<file path="config.mk">
export PLATFORM = sky130hd
export DESIGN_NAME = semiauto_nav
export DESIGN_NICKNAME = d
export VERILOG_FILES = /design/src/rtl/semiauto_nav.sv
export SDC_FILE = /design/constraint.sdc
export NUM_CORES = 1
export LEC_CHECK = 0
export CORE_MARGIN = 4
export CORE_UTILIZATION = 30
export CTS_CLUSTER_DIAMETER = 60
export DETAILED_ROUTE_END_ITERATION = 16
export PLACE_DENSITY = 0.56
export SETUP_SLACK_MARGIN = 0.3
export SLEW_MARGIN = 30
export SYNTH_ARGS = -nofsm -noshare
export SYNTH_HDL_FRONTEND = slang
export SYNTH_SLANG_ARGS = --single-unit
</file>
<file path="constraint.sdc">
create_clock -name sys_clk -period 2.85 [get_ports sys_clk]
set_clock_uncertainty 0.2 [all_clocks]
set_input_delay 0.855 -clock sys_clk [delete_from_list [all_inputs] [get_ports sys_clk]]
set_output_delay 0.855 -clock sys_clk [all_outputs]
set_load 0.02 [all_outputs]
</file>
<file path="src/rtl/semiauto_nav.sv">
// ---------------------------------------------------------------------------
// semiauto_nav : semi-automatic crossroad navigation controller for the car
// Revision     : 1.0
// ---------------------------------------------------------------------------
`default_nettype none

module semiauto_nav #(
  parameter int                 NUM_DET      = 4,
  parameter logic [NUM_DET-1:0] DET_MASK     = NUM_DET'(4'b0111),
  parameter logic [NUM_DET-1:0] DET_POL      = NUM_DET'(4'b0110),
  parameter int                 TICK_DIV     = 2000000,
  parameter int                 TURN_TICKS   = 45,
  parameter int                 AROUND_TICKS = 90,
  parameter int                 COOL_TICKS   = 50,
  parameter int                 CNT_W        = 11
) (
  input  logic               sys_clk,
  input  logic               rst,
  input  logic               power,
  input  logic [1:0]         global_state,
  input  logic [NUM_DET-1:0] detector,
  input  logic               turn_left,
  input  logic               turn_right,
  input  logic               go_straight,
  input  logic               go_back,
  output logic [1:0]         state,
  output logic [3:0]         moving_state,
  output logic               move_forward_light,
  output logic               move_backward_light,
  output logic               turn_left_light,
  output logic               turn_right_light
);

  typedef enum logic [1:0] {
    ST_FORWARD = 2'b00,
    ST_WAIT    = 2'b01,
    ST_TURN    = 2'b10,
    ST_COOL    = 2'b11
  } state_e;

  localparam logic [3:0] MV_STOP  = 4'b0000;
  localparam logic [3:0] MV_FWD   = 4'b0001;
  localparam logic [3:0] MV_LEFT  = 4'b0100;
  localparam logic [3:0] MV_RIGHT = 4'b1000;

  localparam int               PRE_W       = $clog2(TICK_DIV);
  localparam logic [PRE_W-1:0] PRE_LAST    = PRE_W'(TICK_DIV - 1);
  localparam logic [CNT_W-1:0] TURN_LAST   = CNT_W'(TURN_TICKS - 1);
  localparam logic [CNT_W-1:0] AROUND_LAST = CNT_W'(AROUND_TICKS - 1);
  localparam logic [CNT_W-1:0] COOL_LAST   = CNT_W'(COOL_TICKS - 1);

  state_e           state_q, state_d;
  logic [3:0]       mv_q, mv_d;
  logic [PRE_W-1:0] pre_q, pre_d;
  logic [CNT_W-1:0] cnt_q, cnt_d;
  logic             around_q, around_d;
  logic             armed_q, armed_d;
  logic             fwd_lt_q, fwd_lt_d;
  logic             back_lt_q, back_lt_d;
  logic             left_lt_q, left_lt_d;
  logic             right_lt_q, right_lt_d;

  logic             enable;
  logic             crossroad;
  logic             tick;
  logic             any_cmd;
  logic [CNT_W-1:0] turn_last;
  logic             turn_done;
  logic             cool_done;

  assign enable    = power & ((global_state == 2'b01) | (global_state == 2'b10));
  assign crossroad = |((detector ^ DET_POL) & DET_MASK);
  assign tick      = (pre_q == PRE_LAST);
  assign any_cmd   = turn_left | turn_right | go_straight | go_back;
  assign turn_last = around_q ? AROUND_LAST : TURN_LAST;
  assign turn_done = tick & (cnt_q == turn_last);
  assign cool_done = tick & (cnt_q == COOL_LAST);

  always_comb begin
    state_d  = state_q;
    mv_d     = mv_q;
    around_d = around_q;
    armed_d  = armed_q;

    unique case (state_q)
      ST_FORWARD: begin
        mv_d = MV_FWD;
        if (crossroad) begin
          state_d = ST_WAIT;
          mv_d    = MV_STOP;
        end
      end
      ST_WAIT: begin
        mv_d = MV_STOP;
        if (!any_cmd) begin
          armed_d = 1'b1;
        end
        if (armed_q) begin
          if (go_straight) begin
            state_d = ST_COOL;
            mv_d    = MV_FWD;
          end else if (go_back) begin
            state_d  = ST_TURN;
            mv_d     = MV_RIGHT;
            around_d = 1'b1;
          end else if (turn_left & ~turn_right) begin
            state_d = ST_TURN;
            mv_d    = MV_LEFT;
          end else if (turn_right & ~turn_left) begin
            state_d = ST_TURN;
            mv_d    = MV_RIGHT;
          end
        end
      end
      ST_TURN: begin
        if (turn_done) begin
          state_d  = ST_WAIT;
          mv_d     = MV_STOP;
          around_d = 1'b0;
        end
      end
      ST_COOL: begin
        mv_d = MV_FWD;
        if (cool_done) begin
          state_d = ST_FORWARD;
        end
      end
      default: begin
        state_d = ST_WAIT;
        mv_d    = MV_STOP;
      end
    endcase

    // The interlock is only meaningful while parked; any exit disarms it.
    if (state_d != ST_WAIT) begin
      armed_d = 1'b0;
    end

    if (!enable) begin
      state_d  = ST_WAIT;
      mv_d     = MV_STOP;
      around_d = 1'b0;
      armed_d  = 1'b0;
    end
  end

  // Timebase restarts on every state entry so timed states last exactly N ticks.
  always_comb begin
    pre_d = pre_q;
    cnt_d = cnt_q;
    if (!enable || (state_d != state_q)) begin
      pre_d = '0;
      cnt_d = '0;
    end else begin
      pre_d = tick ? '0 : pre_q + PRE_W'(1);
      if (tick && ((state_q == ST_TURN) || (state_q == ST_COOL))) begin
        cnt_d = cnt_q + CNT_W'(1);
      end
    end
  end

  always_comb begin
    fwd_lt_d   = (mv_d == MV_FWD);
    left_lt_d  = (mv_d == MV_LEFT);
    right_lt_d = (mv_d == MV_RIGHT);
    back_lt_d  = (state_d == ST_TURN) & around_d;
  end

  always_ff @(posedge sys_clk or negedge rst) begin
    if (!rst) begin
      state_q    <= ST_WAIT;
      mv_q       <= MV_STOP;
      pre_q      <= '0;
      cnt_q      <= '0;
      around_q   <= 1'b0;
      armed_q    <= 1'b0;
      fwd_lt_q   <= 1'b0;
      back_lt_q  <= 1'b0;
      left_lt_q  <= 1'b0;
      right_lt_q <= 1'b0;
    end else begin
      state_q    <= state_d;
      mv_q       <= mv_d;
      pre_q      <= pre_d;
      cnt_q      <= cnt_d;
      around_q   <= around_d;
      armed_q    <= armed_d;
      fwd_lt_q   <= fwd_lt_d;
      back_lt_q  <= back_lt_d;
      left_lt_q  <= left_lt_d;
      right_lt_q <= right_lt_d;
    end
  end

  assign state               = state_q;
  assign moving_state        = mv_q;
  assign move_forward_light  = fwd_lt_q;
  assign move_backward_light = back_lt_q;
  assign turn_left_light     = left_lt_q;
  assign turn_right_light    = right_lt_q;

endmodule

`default_nettype wire

</file>
==> flow_summary.html, run 1 <==
<table>
<tr><th>Metric</th><th>Value</th></tr>
<tr><th colspan="2">Run status</th></tr>
<tr><td>Result of the run</td><td>finished, final reports clean</td></tr>
<tr><th colspan="2">Pwr</th></tr>
<tr><td>Maximum resistive drop on vdd</td><td>0.1734 mV</td></tr>
<tr><td>Total power divided by cell area</td><td>334.6 nW/um^2</td></tr>
<tr><td>Total leakage power</td><td>about 1.4 nW</td></tr>
<tr><th colspan="2">Critical path</th></tr>
<tr><td>CP endpoint kind</td><td>flip-flop</td></tr>
<tr><td>Critical path's slowest cell</td><td>sky130_fd_sc_hd__or4_4</td></tr>
<tr><td>Worst setup SP type</td><td>flip-flop</td></tr>
<tr><td>Maximum single-stage delay on the critical path</td><td>around 0.66 ns</td></tr>
<tr><td>FF-to-FF setup slack</td><td>0.34 ns</td></tr>
<tr><td>Required time at the endpoint of the critical path</td><td>2.85 ns</td></tr>
<tr><td>Crit-path max FO</td><td>7</td></tr>
<tr><td>Signal arrival time at the worst endpoint</td><td>2.51 ns</td></tr>
<tr><td>Setup Crit Path Kind</td><td>flip-flop to flip-flop</td></tr>
<tr><td>Cells along the critical path</td><td>nor4_4, nand4_1, or4_4, a211oi_4, nor4b_2, buf_4</td></tr>
<tr><th colspan="2">Layout</th></tr>
<tr><td>Area added between synthesis and finish</td><td>33.45%</td></tr>
<tr><td>ANT cells</td><td>0</td></tr>
<tr><td>Area of the multi-input gates</td><td>1749 sq um</td></tr>
<tr><td>Net count of the finished layout</td><td>between 300 and 400</td></tr>
<tr><td>Register cell area after layout</td><td>1107 sq um</td></tr>
<tr><td>Fraction of layout cells with a size suffix above 1</td><td>approximately a quarter</td></tr>
<tr><td>Final-layout fill cell count</td><td>868</td></tr>
<tr><th colspan="2">Place</th></tr>
<tr><td>Post-placement setup slack</td><td>-0.1546 ns</td></tr>
<tr><td>Final weighted congestion of routability-driven global placement</td><td>0.8016</td></tr>
<tr><td>Total of buffers placed on input and output ports</td><td>21</td></tr>
<tr><td>Post-DP HPWL</td><td>about 4600 um</td></tr>
<tr><th colspan="2">Synth</th></tr>
<tr><td>Fraction of registers with async set or reset after synthesis</td><td>100.0%</td></tr>
<tr><td>Library cells used by synthesis</td><td>between 50 and 60</td></tr>
<tr><td>Number of flip-flops and latches in the synthesized netlist</td><td>44</td></tr>
<tr><td>Ranking of synthesized cells by area</td><td>sky130_fd_sc_hd__dfrtp_1 (39%), sky130_fd_sc_hd__xnor2_1 (5.7%), sky130_fd_sc_hd__nor3_1 (5.3%)</td></tr>
<tr><td>Flip-flop cell with the highest count after synthesis</td><td>sky130_fd_sc_hd__dfrtp_1</td></tr>
<tr><td>Mapped Avg Cell Area</td><td>9.262 sq um</td></tr>
<tr><td>Total number of yosys warnings</td><td>0</td></tr>
<tr><td>Share of synthesized area occupied by flip-flops and latches</td><td>39.94%</td></tr>
<tr><td>Largest area contributor in the netlist</td><td>sky130_fd_sc_hd__dfrtp_1</td></tr>
<tr><td>Instance count of the mapped netlist</td><td>~300</td></tr>
<tr><td>Count leader, synth</td><td>sky130_fd_sc_hd__dfrtp_1</td></tr>
<tr><td>Leading post-synthesis cells by instance count</td><td>sky130_fd_sc_hd__dfrtp_1 (43), sky130_fd_sc_hd__nor3_1 (29), sky130_fd_sc_hd__nor2_1 (27)</td></tr>
<tr><td>Combined area of all synthesized cells</td><td>2760 sq um</td></tr>
<tr><td>Area share of the leading cell type in the synthesized netlist</td><td>just under 40%</td></tr>
<tr><td>Number of synthesized flops with an enable pin</td><td>0</td></tr>
<tr><td>Synthesized netlist net count</td><td>318</td></tr>
<tr><th colspan="2">Drt</th></tr>
<tr><td>Via Count</td><td>between 2,000 and 2,500</td></tr>
<tr><td>1st-pass router iterations</td><td>4</td></tr>
<tr><td>Via density</td><td>5.338</td></tr>
<tr><td>Remaining DRCs</td><td>0</td></tr>
<tr><td>Detailed Route Iter0 Violations</td><td>about 100</td></tr>
<tr><td>Total wire length after detailed routing</td><td>roughly 7000 um</td></tr>
<tr><td>Remaining number of nets flagged by the antenna check after routing</td><td>0</td></tr>
<tr><td>Mean routed wirelength per cell</td><td>~15 um</td></tr>
<tr><th colspan="2">CTS</th></tr>
<tr><td>Sink Count</td><td>44</td></tr>
<tr><td>Max Root-Sink Buffers</td><td>2</td></tr>
<tr><td>Number of buffers added by the clock tree synthesis step</td><td>5</td></tr>
<tr><td>Root Driver</td><td>sky130_fd_sc_hd__clkbuf_8</td></tr>
<tr><td>Clock insertion delay at the later pin of the skew report</td><td>0.31 ns</td></tr>
<tr><td>Count of hold buffers inserted by post-cts repair</td><td>0</td></tr>
<tr><td>Number of levels in the clock H-tree</td><td>2</td></tr>
<tr><td>Clock slew at reported path FFs</td><td>around 0.10 ns</td></tr>
<tr><td>Clock tree from TritonCTS</td><td>yes</td></tr>
<tr><th colspan="2">Timing</th></tr>
<tr><td>Max Slew Vio Count</td><td>0</td></tr>
<tr><td>RSZ-0062 raised after global routing</td><td>yes</td></tr>
<tr><td>Timing-limited maximum frequency</td><td>398.3 MHz</td></tr>
<tr><td>Final hold violation count</td><td>0</td></tr>
<tr><td>Share of the clock period used by the worst path after layout</td><td>around nine tenths</td></tr>
<tr><td>Measured slew at the worst slew-check pin</td><td>around 0.63 ns</td></tr>
<tr><td>Final-report setup violation count</td><td>0</td></tr>
<tr><td>Post-route worst hold slack</td><td>0.3342 ns</td></tr>
<tr><td>Max-Slew Margin vs Limit</td><td>57.95%</td></tr>
<tr><td>Time the worst path needs with I/O delays and setup</td><td>2.511 ns</td></tr>
<tr><td>Final WS setup</td><td>~0.34 ns</td></tr>
<tr><th colspan="2">GRT</th></tr>
<tr><td>Number of antenna violations at the first check in global routing</td><td>0</td></tr>
<tr><td>Pin count of the biggest net entering global routing</td><td>between 40 and 50</td></tr>
<tr><td>Via count of the first global-routing pass</td><td>2,376</td></tr>
<tr><td>Total overflow reported by the global router</td><td>0</td></tr>
<tr><td>Global Route Usage Sum</td><td>12.85%</td></tr>
<tr><td>Wire length of the first global-routing pass</td><td>11,600 um</td></tr>
<tr><th colspan="2">Worst hold path</th></tr>
<tr><td>Path class of the lowest-slack min-delay path</td><td>flip-flop to flip-flop</td></tr>
<tr><th colspan="2">Floorplan</th></tr>
<tr><td>Initial standard-cell utilization of the core</td><td>just over 30%</td></tr>
<tr><td>Core ar.</td><td>8848 sq um</td></tr>
<tr><td>Number of placement rows</td><td>34</td></tr>
<tr><td>Number of ports placed on the die boundary</td><td>23</td></tr>
<tr><td>Die footprint</td><td>around 11,000 sq um</td></tr>
<tr><td>Die X-Extent</td><td>103.9 um</td></tr>
<tr><td>Floorplan die height</td><td>~100 um</td></tr>
<tr><th colspan="2">Job</th></tr>
<tr><td>Reported max-cap violation count</td><td>0</td></tr>
</table>
## registers in the layout, indices dropped and copies added, names as in the netlist
signal and flops:
turn_right_light 1, around_q 1, cnt_q 11, move_forward_light 1
state 2, armed_q 1, turn_left_light 1, move_backward_light 1
moving_state 4, pre_q 21
## cells in the final DEF, fill, tap and decap left out, types with 9 or more instances in the layout
cell type                         count
sky130_fd_sc_hd__nand2_1             14
sky130_fd_sc_hd__xor2_1              13
sky130_fd_sc_hd__nor4_1               9
sky130_fd_sc_hd__nor3_1              20
sky130_fd_sc_hd__nand3_1             18
sky130_fd_sc_hd__dfrtp_1             39
sky130_fd_sc_hd__buf_4               32
sky130_fd_sc_hd__xnor2_1             17
sky130_fd_sc_hd__nor2_1              27
sky130_fd_sc_hd__nand4_1             10
sky130_fd_sc_hd__clkdlybuf4s50_1     11
## layer usage
metal  wire length [um]  GRT usage (%)  vias to the layer above  share of wire (%)
met4                 78          3.989                        0                1.1
met1               3374          17.52                     1189                 48
met2               3269          20.06                       51                 47
met5                  0              0                        -                  0
li1                   -              -                     1198                  -
met3                275          3.166                        7                3.9
## worst paths after layout
path,startpoint,end,cells after the start
min in group asynchronous,rst,pre_q[6]$_DFF_PN0_,2
max in group asynchronous,rst,cnt_q[8]$_DFFE_PN0P_,2
min reg2reg,pre_q[0]$_DFF_PN0_,pre_q[0]$_DFF_PN0_,1
max reg2reg,pre_q[13]$_DFF_PN0_,move_backward_light$_DFF_PN0_,6
min,pre_q[0]$_DFF_PN0_,pre_q[0]$_DFF_PN0_,1
max,pre_q[13]$_DFF_PN0_,move_backward_light$_DFF_PN0_,6
## report_power, final
part	leakage, nW	internal, mW	total (mW)	switching, mW
clock	0.0404	0.174	0.411	0.237
sequential	0.604	0.629	0.634	0.00504
combinational	0.789	0.0953	0.188	0.0926
## cell families (layout without fill, tap and decap cells)
| group | count (synthesis) | in the layout | share of synthesized area (%) |
|---|---|---|---|
| xor gates and xnor gates | 32 | 32 | 10.15 |
| buffers and inverters | 23 | 75 | 3.445 |
| and+or+nand+nor | 161 | 161 | 34.27 |
| muxes | 2 | 2 | 0.7706 |
| adders and majority gates | 7 | 7 | 3.173 |
| DFF | 44 | 44 | 39.94 |
| AOI/OAI and AO/OA | 29 | 29 | 8.251 |
## metrics by stage
| step | utilization (%) | setup TNS (ns) | power (mW) | instances | instance area, sq um |
|---|---|---|---|---|---|
| global placement | 36.76 | -1.072 | 0.7813 | 438 | 3253 |
| finish | 41.63 | 0 | 1.233 | 458 | 3684 |
| CTS | 39.15 | 0 | 1.232 | 450 | 3465 |
| floorplan | - | 0 | 0.7019 | 298 | 2760 |
| global route | 41.63 | 0 | 1.293 | 458 | 3684 |
| detailed placement | 36.76 | -1.648 | 0.7817 | 438 | 3253 |
## repair_timing
action | 4_1_cts | 5_1_grt
gates resized for setup | 17 | 34
gates cloned | 2 | 0
pin swaps | 2 | 17
endpoints found under the setup margin | 32 | 36
setup buffers | 2 | 8
## cell type report
class | count | share of cell area, %
Sequential cell | 44 | 30.06
Multi-Input combinational cell | 231 | 47.49
Clock buffer | 5 | 1.868
Inverter | 8 | 0.8152
Clock inverter | 3 | 0.6454
Timing Repair Buffer | 59 | 15.46
Tap cell | 108 | 3.668
## critical path: cells and delay by family (launching register included)
| family | cells | cell delay, ns |
|---|---|---|
| AOI/OAI and AO/OA | 1 | 0.28 |
| buffers and inverters | 1 | 0.15 |
| DFF | 1 | 0.45 |
| and+or+nand+nor | 4 | 1.34 |
(Power assumes the default switching activity.)
==> run 2: changes to the inputs <==
--- a/config.mk
+++ b/config.mk
@@ -10,6 +10,7 @@
 export CTS_CLUSTER_DIAMETER = 60
 export DETAILED_ROUTE_END_ITERATION = 16
 export PLACE_DENSITY = 0.56
+export RECOVER_POWER = 50
 export SETUP_SLACK_MARGIN = 0.3
 export SLEW_MARGIN = 30
 export SYNTH_ARGS = -nofsm -noshare
==> run 2 against run 1 <==
  * Sequential share of layout area increased by 0.10 points
  * Worst setup slack worse by 0.10 ns
  * Global-route usage did not move
  * Final cell count unchanged
  * Clock power barely moved
  * First-iteration DRC count did not move
  * Design area shrank 0.34%
  * Sequential power about the same
  * Critical path depth unchanged
  * Worst hold slack is essentially flat
  * Die area unchanged
  * Critical path type unchanged
  * Largest cell class unchanged
  * Largest power group unchanged
==> flow_summary.html, run 2 (same netlist as run 1, synthesis figures left out) <==
<table>
<tr><th>Metric</th><th>Value</th></tr>
<tr><th colspan="2">Run status</th></tr>
<tr><td>Result of the run</td><td>finished, final reports clean</td></tr>
<tr><th colspan="2">Critical path</th></tr>
<tr><td>CP endpoint kind</td><td>flip-flop</td></tr>
<tr><td>Worst setup SP type</td><td>flip-flop</td></tr>
<tr><td>CP Launch Point</td><td>pre_q[13]$_DFF_PN0_</td></tr>
<tr><td>Required time at the endpoint of the critical path</td><td>2.85 ns</td></tr>
<tr><td>Crit-path max FO</td><td>7</td></tr>
<tr><td>Setup Crit Path Kind</td><td>flip-flop to flip-flop</td></tr>
<tr><td>Number of cells on the worst reg-to-reg path</td><td>6</td></tr>
<tr><td>Signal arrival time at the worst endpoint</td><td>2.61 ns</td></tr>
<tr><td>FF-to-FF setup slack</td><td>0.24 ns</td></tr>
<tr><td>RR Startpoint</td><td>pre_q[13]$_DFF_PN0_</td></tr>
<tr><td>Last element of the critical path</td><td>move_backward_light$_DFF_PN0_</td></tr>
<tr><td>Worst r2r dst</td><td>move_backward_light$_DFF_PN0_</td></tr>
<tr><th colspan="2">Floorplan</th></tr>
<tr><td>Core ar.</td><td>8848 sq um</td></tr>
<tr><td>Die X-Extent</td><td>between 100 and 150 um</td></tr>
<tr><td>Initial standard-cell utilization of the core</td><td>31.19%</td></tr>
<tr><td>Floorplan die height</td><td>103.9 um</td></tr>
<tr><td>Number of placement rows</td><td>34</td></tr>
<tr><td>Number of ports placed on the die boundary</td><td>23</td></tr>
<tr><td>Die footprint</td><td>~11,000 sq um</td></tr>
<tr><th colspan="2">Timing</th></tr>
<tr><td>Max-Slew Margin vs Limit</td><td>approximately 25%</td></tr>
<tr><td>Max Slew Vio Count</td><td>0</td></tr>
<tr><td>Timing-limited maximum frequency</td><td>383.0 MHz</td></tr>
<tr><td>Share of the clock period used by the worst path after layout</td><td>91.62%</td></tr>
<tr><td>Time the worst path needs with I/O delays and setup</td><td>2.611 ns</td></tr>
<tr><td>Final-report setup violation count</td><td>0</td></tr>
<tr><td>Post-route worst hold slack</td><td>0.3339 ns</td></tr>
<tr><td>Final WS setup</td><td>0.2388 ns</td></tr>
<tr><td>Final hold violation count</td><td>0</td></tr>
<tr><td>Measured slew at the worst slew-check pin</td><td>between 1 and 1.5 ns</td></tr>
<tr><td>Setup TNS</td><td>0 ns</td></tr>
<tr><td>RSZ-0062 raised after global routing</td><td>yes</td></tr>
<tr><th colspan="2">GRT</th></tr>
<tr><td>Total overflow reported by the global router</td><td>0</td></tr>
<tr><td>Via count of the first global-routing pass</td><td>between 2,000 and 2,500</td></tr>
<tr><td>Global Route Usage Sum</td><td>12.85%</td></tr>
<tr><td>Pin count of the biggest net entering global routing</td><td>45</td></tr>
<tr><td>Wire length of the first global-routing pass</td><td>11,600 um</td></tr>
<tr><td>Number of antenna violations at the first check in global routing</td><td>0</td></tr>
<tr><th colspan="2">Layout</th></tr>
<tr><td>Area of all placed cells without fillers</td><td>3671 sq um</td></tr>
<tr><td>Final core utilization</td><td>41.49%</td></tr>
<tr><td>Most flops, register</td><td>pre_q</td></tr>
<tr><td>Highest-count cells in the layout ignoring fill and taps</td><td>sky130_fd_sc_hd__dfrtp_1 (39), sky130_fd_sc_hd__buf_4 (31), sky130_fd_sc_hd__nor2_1 (27), sky130_fd_sc_hd__nor3_1 (20), sky130_fd_sc_hd__nand3_1 (18)</td></tr>
<tr><td>Max FFs per register</td><td>21</td></tr>
<tr><td>Final-layout fill cell count</td><td>869</td></tr>
<tr><td>Area added between synthesis and finish</td><td>33.00%</td></tr>
<tr><td>Most common cell after layout, fill and taps aside</td><td>sky130_fd_sc_hd__dfrtp_1</td></tr>
<tr><td>Net count of the finished layout</td><td>between 300 and 400</td></tr>
<tr><td>Fraction of layout cells with a size suffix above 1</td><td>around a quarter</td></tr>
<tr><td>ANT cells</td><td>0</td></tr>
<tr><th colspan="2">Place</th></tr>
<tr><td>Post-DP HPWL</td><td>4610 um</td></tr>
<tr><td>Total cell area at the placement stage</td><td>3253 sq um</td></tr>
<tr><td>Final weighted congestion of routability-driven global placement</td><td>between 0.8 and 0.9</td></tr>
<tr><td>Post-placement setup slack</td><td>-0.1546 ns</td></tr>
<tr><td>Total of buffers placed on input and output ports</td><td>21</td></tr>
<tr><th colspan="2">Pwr</th></tr>
<tr><td>Total power divided by cell area</td><td>335.7 nW/um^2</td></tr>
<tr><td>Total leakage power</td><td>1.438 nW</td></tr>
<tr><td>Maximum resistive drop on vdd</td><td>around 0.17 mV</td></tr>
<tr><th colspan="2">Worst hold path</th></tr>
<tr><td>Path class of the lowest-slack min-delay path</td><td>flip-flop to flip-flop</td></tr>
<tr><th colspan="2">Drt</th></tr>
<tr><td>Mean routed wirelength per cell</td><td>15.30 um</td></tr>
<tr><td>Via Count</td><td>~2,400</td></tr>
<tr><td>Via density</td><td>5.297</td></tr>
<tr><td>1st-pass router iterations</td><td>4</td></tr>
<tr><td>Detailed Route Iter0 Violations</td><td>slightly above 100</td></tr>
<tr><td>Total wire length after detailed routing</td><td>7007 um</td></tr>
<tr><td>Remaining DRCs</td><td>0</td></tr>
<tr><td>Remaining number of nets flagged by the antenna check after routing</td><td>0</td></tr>
<tr><th colspan="2">CTS</th></tr>
<tr><td>Count of hold buffers inserted by post-cts repair</td><td>0</td></tr>
<tr><td>Root Driver</td><td>sky130_fd_sc_hd__clkbuf_8</td></tr>
<tr><td>Clock tree from TritonCTS</td><td>yes</td></tr>
<tr><td>Number of buffers added by the clock tree synthesis step</td><td>5</td></tr>
<tr><td>Sink Count</td><td>44</td></tr>
<tr><td>Max Root-Sink Buffers</td><td>2</td></tr>
<tr><td>Clock slew at reported path FFs</td><td>0.10 ns</td></tr>
<tr><td>Clock insertion delay at the later pin of the skew report</td><td>0.31 ns</td></tr>
<tr><td>Number of levels in the clock H-tree</td><td>2</td></tr>
<tr><th colspan="2">Job</th></tr>
<tr><td>Reported max-cap violation count</td><td>0</td></tr>
</table>
run 2: timing repair:
action / CTS / global route
endpoints found under the setup margin: 32 / 36
setup buffers: 2 / 8
gates resized for setup: 17 / 34
gates cloned: 2 / 0
pin swaps: 2 / 17
run 2: layout make-up:
cell class              count  area [sq um]  share of cell area [%]
multi-input cells         231          1739                   47.38
repair buffers             59         566.8                   15.44
inverters                   8         30.03                  0.8180
clock buffers               5         68.82                   1.875
clock inverters             3         23.77                  0.6476
flip-flops and latches     44          1107                   30.16
well taps                 108         135.1                   3.681
run 2: where the power goes:
group	total, mW	internal, mW	switching (mW)
clock	0.412	0.174	0.238
combinational	0.187	0.0947	0.0921
sequential	0.634	0.629	0.00507
total	1.23	0.897	0.335
run 2: routing by layer:
layer | part of all wire (%) | GRT usage, % | up-vias | routed length, um
li1 | - | - | 1193 | -
met1 | 48 | 17.52 | 1180 | 3362
met2 | 47 | 20.06 | 47 | 3272
met3 | 4.1 | 3.166 | 6 | 286
met4 | 1.2 | 3.989 | 0 | 85
met5 | 0 | 0 | - | 0
run 2: stage by stage:
step	cells	power, mW
4_1_cts	450	1.232
5_1_grt	458	1.292
3_3_place_gp	438	0.7813
6_report	458	1.233
2_1_floorplan	298	0.7019
3_5_place_dp	438	0.7817
run 2: worst min path at each step:
| stage | start | to | slack [ns] | cells past startpoint |
|---|---|---|---|---|
| floorplan | pre_q[0]$_DFF_PN0_ | pre_q[0]$_DFF_PN0_ | 0.29 | 1 |
| global placement | pre_q[0]$_DFF_PN0_ | pre_q[0]$_DFF_PN0_ | 0.32 | 1 |
| detailed placement | pre_q[0]$_DFF_PN0_ | pre_q[0]$_DFF_PN0_ | 0.32 | 1 |
| CTS | pre_q[0]$_DFF_PN0_ | pre_q[0]$_DFF_PN0_ | 0.33 | 1 |
| global route | pre_q[0]$_DFF_PN0_ | pre_q[0]$_DFF_PN0_ | 0.38 | 1 |
| finish | pre_q[0]$_DFF_PN0_ | pre_q[0]$_DFF_PN0_ | 0.33 | 1 |
run 2: critical path: stages (launching register included):
cell and delay, ns:
sky130_fd_sc_hd__dfrtp_2 0.45, sky130_fd_sc_hd__nor4_4 0.35, sky130_fd_sc_hd__nand4_1 0.22, sky130_fd_sc_hd__or4_1 0.74, sky130_fd_sc_hd__a211oi_4 0.31, sky130_fd_sc_hd__nor4b_2 0.10, sky130_fd_sc_hd__buf_4 0.14
==> run 3: changes to the inputs <==
==> constraint.sdc (replaced) <==
create_clock -name sys_clk -period 2.85 [get_ports sys_clk]
set_clock_uncertainty 0.2 [all_clocks]
set_input_delay 0.4275 -clock sys_clk [delete_from_list [all_inputs] [get_ports sys_clk]]
set_output_delay 0.4275 -clock sys_clk [all_outputs]
set_load 0.02 [all_outputs]
==> run 3 against run 2 <==
  * Largest power group unchanged
  * Worst hold slack better by 0.0025 ns
  * Via count down 1.9%
  * Sequential cell count unchanged
  * Sequential share of layout area up 2.0 points
  * Die area unchanged
  * Highest routed layer unchanged
  * Global-route usage down 0.61 points
  * Register-to-register slack better by 0.15 ns
==> flow_summary.html, run 3 (same netlist as run 1, synthesis figures left out) <==
<table>
<tr><th>Metric</th><th>Value</th></tr>
<tr><th colspan="2">Critical path</th></tr>
<tr><td>Required time at the endpoint of the critical path</td><td>2.85 ns</td></tr>
<tr><td>FF-to-FF setup slack</td><td>0.38 ns</td></tr>
<tr><td>Setup Crit Path Kind</td><td>flip-flop to flip-flop</td></tr>
<tr><td>RR Startpoint</td><td>state[0]$_DFF_PN1_</td></tr>
<tr><td>CP endpoint kind</td><td>flip-flop</td></tr>
<tr><td>Number of cells on the worst reg-to-reg path</td><td>7</td></tr>
<tr><td>Crit-path max FO</td><td>7</td></tr>
<tr><td>Worst r2r dst</td><td>move_backward_light$_DFF_PN0_</td></tr>
<tr><td>Signal arrival time at the worst endpoint</td><td>2.47 ns</td></tr>
<tr><td>Critical path's slowest cell</td><td>sky130_fd_sc_hd__dfstp_2</td></tr>
<tr><td>Worst setup SP type</td><td>flip-flop</td></tr>
<tr><td>Cells along the critical path</td><td>ha_1, buf_4, and3b_1, a31oi_1, a211o_1, a21oi_1, nor4b_2</td></tr>
<tr><td>Maximum single-stage delay on the critical path</td><td>around 0.62 ns</td></tr>
<tr><th colspan="2">Floorplan</th></tr>
<tr><td>Die X-Extent</td><td>103.9 um</td></tr>
<tr><td>Number of placement rows</td><td>34</td></tr>
<tr><td>Initial standard-cell utilization of the core</td><td>31.19%</td></tr>
<tr><td>Number of ports placed on the die boundary</td><td>23</td></tr>
<tr><td>Die footprint</td><td>10,800 sq um</td></tr>
<tr><td>Floorplan die height</td><td>103.9 um</td></tr>
<tr><td>Core ar.</td><td>8848 sq um</td></tr>
<tr><th colspan="2">GRT</th></tr>
<tr><td>Global Route Usage Sum</td><td>between 10% and 20%</td></tr>
<tr><td>Number of antenna violations at the first check in global routing</td><td>0</td></tr>
<tr><td>Wire length of the first global-routing pass</td><td>11,260 um</td></tr>
<tr><td>Total overflow reported by the global router</td><td>0</td></tr>
<tr><td>Via count of the first global-routing pass</td><td>around 2,300</td></tr>
<tr><td>Pin count of the biggest net entering global routing</td><td>33</td></tr>
<tr><th colspan="2">Timing</th></tr>
<tr><td>Setup TNS</td><td>0 ns</td></tr>
<tr><td>Max-Slew Margin vs Limit</td><td>between 40% and 50%</td></tr>
<tr><td>Max Slew Vio Count</td><td>0</td></tr>
<tr><td>Measured slew at the worst slew-check pin</td><td>0.8220 ns</td></tr>
<tr><td>Time the worst path needs with I/O delays and setup</td><td>2.465 ns</td></tr>
<tr><td>RSZ-0062 raised after global routing</td><td>yes</td></tr>
<tr><td>Share of the clock period used by the worst path after layout</td><td>86.50%</td></tr>
<tr><td>Final-report setup violation count</td><td>0</td></tr>
<tr><td>Timing-limited maximum frequency</td><td>405.6 MHz</td></tr>
<tr><td>Final hold violation count</td><td>0</td></tr>
<tr><th colspan="2">Pwr</th></tr>
<tr><td>Total leakage power</td><td>1.330 nW</td></tr>
<tr><td>Total power divided by cell area</td><td>376.0 nW/um^2</td></tr>
<tr><td>Total power</td><td>1.287 mW</td></tr>
<tr><td>Maximum resistive drop on vdd</td><td>0.2652 mV</td></tr>
<tr><th colspan="2">Layout</th></tr>
<tr><td>Register cell area after layout</td><td>1102 sq um</td></tr>
<tr><td>Most flops, register</td><td>pre_q</td></tr>
<tr><td>Final core utilization</td><td>38.69%</td></tr>
<tr><td>Area of the multi-input gates</td><td>~1600 sq um</td></tr>
<tr><td>Net count of the finished layout</td><td>349</td></tr>
<tr><td>Fraction of layout cells with a size suffix above 1</td><td>13.94%</td></tr>
<tr><td>Area added between synthesis and finish</td><td>24.03%</td></tr>
<tr><td>Most common cell after layout, fill and taps aside</td><td>sky130_fd_sc_hd__dfrtp_1</td></tr>
<tr><td>Highest-count cells in the layout ignoring fill and taps</td><td>sky130_fd_sc_hd__dfrtp_1 (43), sky130_fd_sc_hd__nor3_1 (29), sky130_fd_sc_hd__nor2_1 (26), sky130_fd_sc_hd__xnor2_1 (18), sky130_fd_sc_hd__nand3_1 (18)</td></tr>
<tr><td>Final-layout fill cell count</td><td>902</td></tr>
<tr><td>ANT cells</td><td>0</td></tr>
<tr><td>Max FFs per register</td><td>21</td></tr>
<tr><th colspan="2">Worst hold path</th></tr>
<tr><td>Hold endpoint</td><td>pre_q[0]$_DFF_PN0_</td></tr>
<tr><td>Hold Path Cell Cnt</td><td>1</td></tr>
<tr><td>Path class of the lowest-slack min-delay path</td><td>flip-flop to flip-flop</td></tr>
<tr><td>Min-Delay Startpoint</td><td>pre_q[0]$_DFF_PN0_</td></tr>
<tr><th colspan="2">Job</th></tr>
<tr><td>Reported max-cap violation count</td><td>0</td></tr>
<tr><th colspan="2">CTS</th></tr>
<tr><td>Clock insertion delay at the later pin of the skew report</td><td>0.30 ns</td></tr>
<tr><td>Sink Count</td><td>44</td></tr>
<tr><td>Clock tree from TritonCTS</td><td>yes</td></tr>
<tr><td>Root Driver</td><td>sky130_fd_sc_hd__clkbuf_8</td></tr>
<tr><td>Number of levels in the clock H-tree</td><td>2</td></tr>
<tr><td>Clock slew at reported path FFs</td><td>0.09 ns</td></tr>
<tr><td>Number of buffers added by the clock tree synthesis step</td><td>5</td></tr>
<tr><td>Max Root-Sink Buffers</td><td>2</td></tr>
<tr><th colspan="2">Place</th></tr>
<tr><td>Post-DP HPWL</td><td>4484 um</td></tr>
<tr><td>Final weighted congestion of routability-driven global placement</td><td>~0.8</td></tr>
<tr><td>Total of buffers placed on input and output ports</td><td>21</td></tr>
<tr><th colspan="2">Drt</th></tr>
<tr><td>Via Count</td><td>roughly 2,400</td></tr>
<tr><td>Total wire length after detailed routing</td><td>about 6800 um</td></tr>
<tr><td>Mean routed wirelength per cell</td><td>between 15 and 20 um</td></tr>
<tr><td>Via density</td><td>around 5.4</td></tr>
<tr><td>Detailed Route Iter0 Violations</td><td>around 110</td></tr>
<tr><td>Remaining number of nets flagged by the antenna check after routing</td><td>0</td></tr>
<tr><td>1st-pass router iterations</td><td>4</td></tr>
<tr><td>Remaining DRCs</td><td>0</td></tr>
<tr><th colspan="2">Run status</th></tr>
<tr><td>Result of the run</td><td>finished, final reports clean</td></tr>
</table>
## run 3: cell type report
type	count	share of cell area (%)
Inverter	8	0.8772
Clock inverter	3	1.389
Multi-Input combinational cell	231	47.81
Timing Repair Buffer	39	11.77
Tap cell	108	3.947
Clock buffer	5	2.010
Sequential cell	44	32.20
## run 3: timing repair
| action | CTS | global route |
|---|---|---|
| pin swaps | 0 | 4 |
| setup buffers | 0 | 3 |
| hold buffers | 1 | 0 |
| setup endpoints to repair | 34 | 36 |
| hold endpoints to repair | 14 | 0 |
| cloned | 0 | 3 |
| resized for setup | 2 | 10 |
## run 3: stage by stage
step / worst slack (ns) / std cells / hold slack [ns] / instance area, sq um
floorplan: 0.3702 / 298 / -0.06809 / 2760
global placement: 0.2668 / 423 / 0.1532 / 3141
detailed placement: 0.2426 / 423 / 0.1547 / 3141
CTS: 0.3160 / 432 / 0.3501 / 3273
global route: 0.2514 / 438 / 0.3869 / 3423
finish: 0.3848 / 438 / 0.3364 / 3423
## run 3: critical path, delay by kind of cell (launching register included)
kind	cells	cell delay, ns
compound gates	3	0.60
simple gates	2	0.49
buf+inv	1	0.18
fa+ha+maj	1	0.27
flops	1	0.62
## run 3: metal layers
layer	wire, um	share of wire (%)	up-vias	global-route usage, %
li1	-	-	1162	-
met1	3431	50	1152	17.52
met2	2982	44	54	18.85
met3	271	4.0	13	1.738
met4	110	1.6	0	4.274
met5	0	0	-	0
## run 3: how the worst max path moves through the flow
stage	startpoint	end	slack (ns)	depth (start not counted)
6_report	state[0]$_DFF_PN1_	move_backward_light$_DFF_PN0_	0.38	7
5_1_grt	state[0]$_DFF_PN1_	move_backward_light$_DFF_PN0_	0.25	7
4_1_cts	state[0]$_DFF_PN1_	pre_q[18]$_DFF_PN0_	0.32	7
3_5_place_dp	global_state[0]	cnt_q[1]$_DFFE_PN0P_	0.24	7
3_3_place_gp	state[0]$_DFF_PN1_	pre_q[17]$_DFF_PN0_	0.27	8
2_1_floorplan	state[0]$_DFF_PN1_	pre_q[20]$_DFF_PN0_	0.37	8
## run 3: report_power, final
part	switching (mW)	internal [mW]
Combinational	0.0803	0.0723
Clock	0.236	0.264
Sequential	0.00604	0.629
